`config.mk`:
```
export PLATFORM = sky130hd
export DESIGN_NAME = store_unit
export DESIGN_NICKNAME = d
export VERILOG_FILES = /design/src/rtl/store_pkg.sv /design/src/rtl/store_merge.sv /design/src/rtl/store_unit.sv
export SDC_FILE = /design/constraint.sdc
export NUM_CORES = 1
export LEC_CHECK = 0
export ABC_AREA = 0
export CAP_MARGIN = 40
export CELL_PAD_IN_SITES_DETAIL_PLACEMENT = 0
export CELL_PAD_IN_SITES_GLOBAL_PLACEMENT = 1
export CORE_MARGIN = 1.5
export CORE_UTILIZATION = 39
export CTS_CLUSTER_SIZE = 10
export DETAILED_ROUTE_END_ITERATION = 12
export HOLD_SLACK_MARGIN = 0.02
export PLACE_DENSITY_LB_ADDON = 0.1
export SYNTH_ARGS = -nofsm -noshare
export SYNTH_HDL_FRONTEND = slang
export SYNTH_SLANG_ARGS = --single-unit
```
`constraint.sdc`:
```
create_clock -name clk -period 3.7 [get_ports clk]
set_clock_uncertainty 0.05 [all_clocks]
set_input_delay 0.37 -clock clk [delete_from_list [all_inputs] [get_ports clk]]
set_output_delay 0.37 -clock clk [all_outputs]
set_load 0.05 [all_outputs]
```
`src/rtl/store_pkg.sv`:
```
// store_pkg: shared opcodes, FSM state encoding and the legality helper for
// the MEM-stage store path.
package store_pkg;

  localparam logic [5:0] OP_LW = 6'd16;
  localparam logic [5:0] OP_LH = 6'd18;
  localparam logic [5:0] OP_LB = 6'd20;
  localparam logic [5:0] OP_SW = 6'd24;
  localparam logic [5:0] OP_SH = 6'd26;
  localparam logic [5:0] OP_SB = 6'd28;

  typedef enum logic [2:0] {
    IDLE  = 3'd0,
    READ  = 3'd1,
    MERGE = 3'd2,
    WRITE = 3'd3,
    FAULT = 3'd4
  } state_e;

  // A store is legal only if its opcode is a store and the address is
  // naturally aligned for that width.
  function automatic logic store_legal(input logic [5:0] op, input logic [1:0] lane);
    logic ok;
    ok = 1'b0;
    case (op)
      OP_SW:   ok = (lane == 2'b00);
      OP_SH:   ok = (lane[0] == 1'b0);
      OP_SB:   ok = 1'b1;
      default: ok = 1'b0;
    endcase
    return ok;
  endfunction

endpackage

```
`src/rtl/store_merge.sv`:
```
// store_merge: combinational lane placement for stores into a word memory
// without byte enables.
//   old_i    : word currently held in memory
//   wdata_i  : store operand (sh uses [15:0], sb uses [7:0])
//   op_i     : store opcode
//   lane_i   : byte address bits [1:0]
//   merged_o : word to write back
module store_merge
  import store_pkg::*;
(
  input  logic [31:0] old_i,
  input  logic [31:0] wdata_i,
  input  logic [5:0]  op_i,
  input  logic [1:0]  lane_i,
  output logic [31:0] merged_o
);

  always_comb begin
    merged_o = old_i;
    case (op_i)
      OP_SW: merged_o = wdata_i;
      OP_SH: merged_o[{lane_i[1], 4'b0000} +: 16] = wdata_i[15:0];
      OP_SB: merged_o[{lane_i, 3'b000} +: 8] = wdata_i[7:0];
      default: merged_o = old_i;
    endcase
  end

endmodule

```
`src/rtl/store_unit.sv`:
```
// store_unit: MEM-stage data-memory write path. Full words are written
// directly; halfwords and bytes go through read-modify-write.
//   clk, rst_n          : clock, async active-low reset
//   req_valid/req_ready : request handshake (ready only in IDLE)
//   op, addr, wdata     : store request
//   dm_addr, dm_re, dm_rdata, dm_we, dm_wdata : word-wide memory port
//   done, err           : one-cycle completion / fault pulses
//
// state | meaning
// IDLE  | ready for a request
// READ  | dm_re asserted for the target word
// MERGE | read data arrives, lanes replaced into dm_wdata_q
// WRITE | dm_we asserted, done pulse
// FAULT | misaligned or illegal op, done+err pulse, no memory access
module store_unit
  import store_pkg::*;
#(
  parameter int ADDR_W = 32
) (
  input  logic              clk,
  input  logic              rst_n,
  input  logic              req_valid,
  output logic              req_ready,
  input  logic [5:0]        op,
  input  logic [ADDR_W-1:0] addr,
  input  logic [31:0]       wdata,
  output logic [ADDR_W-1:0] dm_addr,
  output logic              dm_re,
  input  logic [31:0]       dm_rdata,
  output logic              dm_we,
  output logic [31:0]       dm_wdata,
  output logic              done,
  output logic              err
);

  state_e            state_q, state_d;
  logic [5:0]        op_q;
  logic [1:0]        lane_q;
  logic [31:0]       wdata_q;
  logic [ADDR_W-1:0] dm_addr_q;
  logic [31:0]       merge_q;
  logic              req_ready_q, dm_re_q, dm_we_q, done_q, err_q;
  logic [31:0]       merged;

  store_merge u_merge (
    .old_i    (dm_rdata),
    .wdata_i  (wdata_q),
    .op_i     (op_q),
    .lane_i   (lane_q),
    .merged_o (merged)
  );

  always_comb begin
    state_d = state_q;
    case (state_q)
      IDLE: begin
        if (req_valid) begin
          if (!store_legal(op, addr[1:0])) state_d = FAULT;
          else if (op == OP_SW)            state_d = WRITE;
          else                             state_d = READ;
        end
      end
      READ:    state_d = MERGE;
      MERGE:   state_d = WRITE;
      WRITE:   state_d = IDLE;
      FAULT:   state_d = IDLE;
      default: state_d = IDLE;
    endcase
  end

  // Outputs are registered from the next state so they line up with the
  // state they describe and never depend combinationally on the request.
  always_ff @(posedge clk or negedge rst_n) begin
    if (!rst_n) begin
      state_q     <= IDLE;
      op_q        <= '0;
      lane_q      <= '0;
      wdata_q     <= '0;
      dm_addr_q   <= '0;
      merge_q     <= '0;
      req_ready_q <= 1'b1;
      dm_re_q     <= 1'b0;
      dm_we_q     <= 1'b0;
      done_q      <= 1'b0;
      err_q       <= 1'b0;
    end else begin
      state_q     <= state_d;
      req_ready_q <= (state_d == IDLE);
      dm_re_q     <= (state_d == READ);
      dm_we_q     <= (state_d == WRITE);
      done_q      <= (state_d == WRITE) || (state_d == FAULT);
      err_q       <= (state_d == FAULT);
      if (state_q == IDLE && req_valid) begin
        op_q    <= op;
        lane_q  <= addr[1:0];
        wdata_q <= wdata;
        if (state_d != FAULT) dm_addr_q <= {addr[ADDR_W-1:2], 2'b00};
        // Full words bypass the merge; load them straight into the write register.
        if (state_d == WRITE) merge_q <= wdata;
      end
      if (state_q == MERGE) merge_q <= merged;
    end
  end

  assign req_ready = req_ready_q;
  assign dm_re     = dm_re_q;
  assign dm_we     = dm_we_q;
  assign done      = done_q;
  assign err       = err_q;
  assign dm_addr   = dm_addr_q;
  assign dm_wdata  = merge_q;

endmodule
```
Word-level counts from Yosys, hierarchy flattened
Cells that the tools add are included.
{"block": "word_totals", "regBits": 110, "inputBits": 105, "out_inout_bits": 69, "elab_cells": 52}
{"block": "classes", "n_reduce_logical": 9, "eq_ne": 12, "n_addsub": 2, "bitwise_logic": 1, "n_mux": 13, "shifts": 4}
{"operator": "32-bit 2-to-1 mux", "n": 3}
{"operator": "32-bit one-hot mux with 3 select lines", "n": 1}
{"operator": "32-bit bitwise mux", "n": 2}
{"operator": "6-bit by 5-bit equality test with 1-bit output (second input constant)", "n": 6}
{"operator": "16-bit by 7-bit variable shift with 32-bit output (first input constant)", "n": 1}
{"operator": "8-bit by 7-bit variable shift with 32-bit output (first input constant)", "n": 1}
{"operator": "16-bit by 7-bit indexed part select with 32-bit output", "n": 1}
{"operator": "8-bit by 7-bit indexed part select with 32-bit output", "n": 1}
{"operator": "5-bit negator with 7-bit output", "n": 2}
{"operator": "3-bit one-hot mux with 3 select lines", "n": 1}
{"operator": "3-bit by 1-bit equality test with 1-bit output (second input constant)", "n": 2}
{"operator": "3-bit by 2-bit equality test with 1-bit output (second input constant)", "n": 2}
{"operator": "3-bit logical NOT", "n": 2}
{"operator": "3-bit 2-to-1 mux", "n": 2}
{"operator": "2-bit AND reduction", "n": 2}
{"operator": "2-bit nonzero test", "n": 2}
{"operator": "3-bit equality test (second input constant)", "n": 1}
{"operator": "3-bit != test (second input constant)", "n": 1}
{"operator": "1-bit one-hot mux with 3 select lines", "n": 1}
{"operator": "2-bit logical NOT", "n": 1}
{"operator": "1-bit 2-to-1 mux", "n": 2}
{"operator": "2-bit 2-to-1 mux", "n": 1}
{"operator": "1-bit logical AND", "n": 1}
{"operator": "1-bit logical OR", "n": 1}
{"operator": "1-bit NOT", "n": 1}

Logic depth before layout (Yosys ltp)
{"block": "logic_depth", "word_depth": 11, "depth_mapped": 8, "depth_no_buf": 7}

Modules after synthesis
Synthesis repeated with hierarchy kept, for this count alone.
{"block": "unflattened", "cells_unflattened": 431, "hier_area_um2": 5567.8}
{"mod": "store_unit", "area_each_um2": 4528.1, "n_inst": 1, "cells_each": 286, "seq_area_each_um2": 2753.9}
{"mod": "store_merge", "area_each_um2": 1039.7, "n_inst": 1, "cells_each": 145, "seq_area_each_um2": 0.0}

Worst setup path before layout
Ideal clock, no wire load.
{"block": "synth_path", "kind": "register to register", "from": "register lane_q[0]", "to": "register merge_q[16] (netlist: dm_wdata[16])", "period_less_slack_ns": 1.976, "required_time_ns": 3.567, "t_arrival_ns": 1.843, "setup_slack_ns": 1.724, "path_buffers": 1, "path_stages_with_launch": 9, "path_cell_list": "dfrtp_1 inv_1 ha_1 nor4bb_1 clkbuf_1 a21oi_1 o221ai_1 o22ai_1 o21ai_0"}
{"block": "synth_between", "elab_chain_len": 5, "elab_cells_between_ends": 6}
{"element": "from (decl)", "line_no": "store_unit.sv:38", "source": "logic [1:0] lane_q;"}
{"element": "from (signal assigned)", "line_no": "store_unit.sv:95", "source": "lane_q <= addr[1:0];"}
{"element": "5-bit negator with 7-bit output (*)", "line_no": "store_merge.sv:23", "source": "OP_SB: merged_o[{lane_i, 3'b000} +: 8] = wdata_i[7:0];"}
{"element": "8-bit by 7-bit indexed part select with 32-bit output or 8-bit by 7-bit variable shift with 32-bit output (tied branches)", "line_no": "store_merge.sv:23"}
{"element": "32-bit bitwise mux (*)", "line_no": "store_merge.sv:23"}
{"element": "32-bit one-hot mux with 3 select lines (*)", "line_no": "store_merge.sv:20", "source": "case (op_i)"}
{"element": "32-bit 2-to-1 mux (*)", "line_no": "store_unit.sv:101", "source": "if (state_q == MERGE) merge_q <= merged;"}
{"element": "to (signal assigned)", "line_no": "store_unit.sv:99", "source": "if (state_d == WRITE) merge_q <= wdata;"}
{"element": "to (signal assigned)", "line_no": "store_unit.sv:101"}
{"element": "to (decl)", "line_no": "store_unit.sv:41", "source": "logic [31:0] merge_q;"}
Mark *: on every way between the ends. The rest lies on a longest branch, timed or not.
A chain may end at the register's enable or synchronous reset.

Worst setup path after layout
{"block": "layout_path", "from": "register lane_q[0]", "to": "register merge_q[17] (netlist: dm_wdata[17])"}
Same word-level chain as after synthesis.

==> metrics <==
clock share of power=13.7%; startpoint types=flop; Hold WC Path Type=input port to async pin; PostCTS Resize Cnt=0; area grow syn2layout=39.9%; synth warn=0; vias in the first global route=4783; mapped cell area=between 5000 and 6000 sq um; CP Launch Point=lane_q[0]; post-synthesis register bit count=110; Buffers on Ports=~170; Switch Pwr=3180 uW; Via Count=4807; Die Y-Extent=123 um; Total Wirelength=between 15000 and 20000 um; Final #Nets=800; Syn Area/Cell=10.6 sq um; power share of the combinational group=a little over half; layout cells sized above 1=15.8%; arrival time worst endpoint=2.54 ns; worst slew pin tran=0.672 ns; DRT antenna net count=0; setup violators final=0; switching share of power=a little under half; Fmax=429 MHz; Max Slew Vio Count=0; Final Power=around 7000 uW; post-CTS setup buffers=0; # IOs=174; DRC violations left=0; H-tree lvl count=3; Distinct cells, synth=47; DR pass1 iterations=4; Int Power=3640 uW; CTS root buffer=clkbuf_16; sequential power share=between 30% and 40%; most common cell after layout, fill and taps aside=clkdlybuf4s50_1; Max-cap violations=0; PnR worst setup slack=roughly 1.4 ns; grt total ovfl=0; DP Area=roughly 7500 sq um; Peak supply drop=393 uV; static leakage=about 0.0032 uW; setup total negative slack=0 ns; clock latency on the worst-skew pair=roughly 0.36 ns; Total Routing Usage GR=23.1%; Tmin final=2.33 ns; reg2reg path depth=8; core area=13900 sq um; final hold vios=0; Iter 0 DRT Violations=325; tightest hold margin=approximately 0.42 ns; part of the cycle the worst path needs=around 63%; cts bufs inserted=9; WL per Instance=roughly 19 um; detailed placer's ending HPWL=11900 um; Pwr Density=around 900 nW/um^2; final instance area=slightly below 8000 sq um; Worst setup EP type=flop; worst path required time=just under 4 ns; first-pass GRT wire length=approximately 26000 um; fraction of registers with async set/reset=100%; Die X=123 um; Synth Flop Type=dfrtp_1; RSZ-0062 raised after global routing=false; commonest non-fill, non-tap cells in the layout=170 x clkdlybuf4s50_1, 109 x dfrtp_1, 66 x mux2_2; status=finished clean; n_diodes=0; critical path class=flop to flop; Place WS=1.04 ns; Clock Sinks=110; largest net degree at the start of global routing=between 40 and 50; Gate Count Post-Synth=526; vias per inst=5.49; clk slew on worst S/H paths=0.07 ns; Slew headroom=54.9%; final RePlAce weighted congestion=0.823; worst reg2reg startpoint=lane_q[0]; Max Root-Sink Buffers=2; Post-synth EDFFs=0; post-synthesis sequential area ratio=49.4%; Max FO, Critical Path=9; Die Area=15000 sq um; CTS tree=built; Initial Utilization=40.0%; antenna violations before repair=0; Rows=43
-- synth_stat cells (11+ instances only) --
library cell | number | share of area (%)
buf_2 | 12 | 1.1
nand2_1 | 35 | 2.4
a221oi_1 | 18 | 2.8
o21ai_0 | 53 | 4.8
clkbuf_1 | 19 | 1.3
nor2_1 | 22 | 1.5
o31ai_1 | 18 | 2.4
a21oi_1 | 37 | 3.3
mux2_2 | 66 | 13
inv_1 | 11 | 0.74
nor2b_1 | 32 | 3.6
nand3_1 | 14 | 1.3
dfrtp_1 | 109 | 49
o22ai_1 | 14 | 1.6
-- power by group through the flow --
stage	Combinational, uW	Sequential, uW	Clock, uW
3_5_place_dp	3700	2200	0
2_1_floorplan	1550	3010	0
4_1_cts	3720	2180	959
5_1_grt	3970	2260	1010
3_3_place_gp	3610	2180	0
6_report	3700	2190	932
-- critical path, stage by stage (launching register included) --
cell and delay (ns):
dfrtp_1 0.44, inv_1 0.27, ha_1 0.41, nor4bb_1 0.27, buf_4 0.21, a21oi_1 0.07
o221ai_1 0.22, o22ai_1 0.10, o21ai_0 0.20
-- layer usage --
metal | wire length [um] | part of all wire [%] | global-route usage (%)
met1 | 7370 | 44 | 30.7
met2 | 7730 | 46 | 35.8
met3 | 1480 | 8.8 | 7.95
met4 | 310 | 1.8 | 6.83
met5 | 0 | 0 | 0
-- path summary, 6_finish.rpt --
path | endpoint | slack [ns]
max reg2reg | dm_wdata[17] | 1.37
max in group asynchronous | dm_wdata[20] | 2.55
min | wdata_q[13] | 0.42
max | dm_wdata[17] | 1.37
min in group clk | wdata_q[21] | 0.45
min reg2reg | wdata_q[21] | 0.45
-- what timing repair did --
item                                    CTS  global route
hold endpoints to repair                 21             0
endpoints found under the setup margin    0             0
hold buffers                              1             0
-- registers in the layout (all words and copies together) (netlist names), 2 cells and up --
| register | cells |
|---|---|
| op_q | 6 |
| dm_addr | 30 |
| state_q | 3 |
| wdata_q | 32 |
| lane_q | 2 |
| dm_wdata | 32 |
-- cells by family after synthesis --
group	share of synthesized area, %
AO/OA/AOI/OAI	19.6
adder cells (fa/ha/maj)	1.12
buffers and inverters	3.84
flip-flops	49.4
multiplexers	13.5
other	0.0673
AND/OR/NAND/NOR	12.5
-- through the flow --
step / utilization, % / instances
finish: 56.0 / 875
global route: 56.0 / 875
CTS: 56.0 / 875
detailed placement: 53.9 / 858
global placement: 53.5 / 856
floorplan: - / 527
-- final cells by class --
type | count | area (sq um)
clock buffer | 13 | 260
clock inverter | 3 | 18.8
fill | 1226 | 6140
inverter | 11 | 41.3
multi-input combinational | 370 | 2620
sequential | 110 | 2750
tap | 180 | 225
timing repair buffer | 188 | 1880
Note: power is estimated with default switching activity, not from simulation.
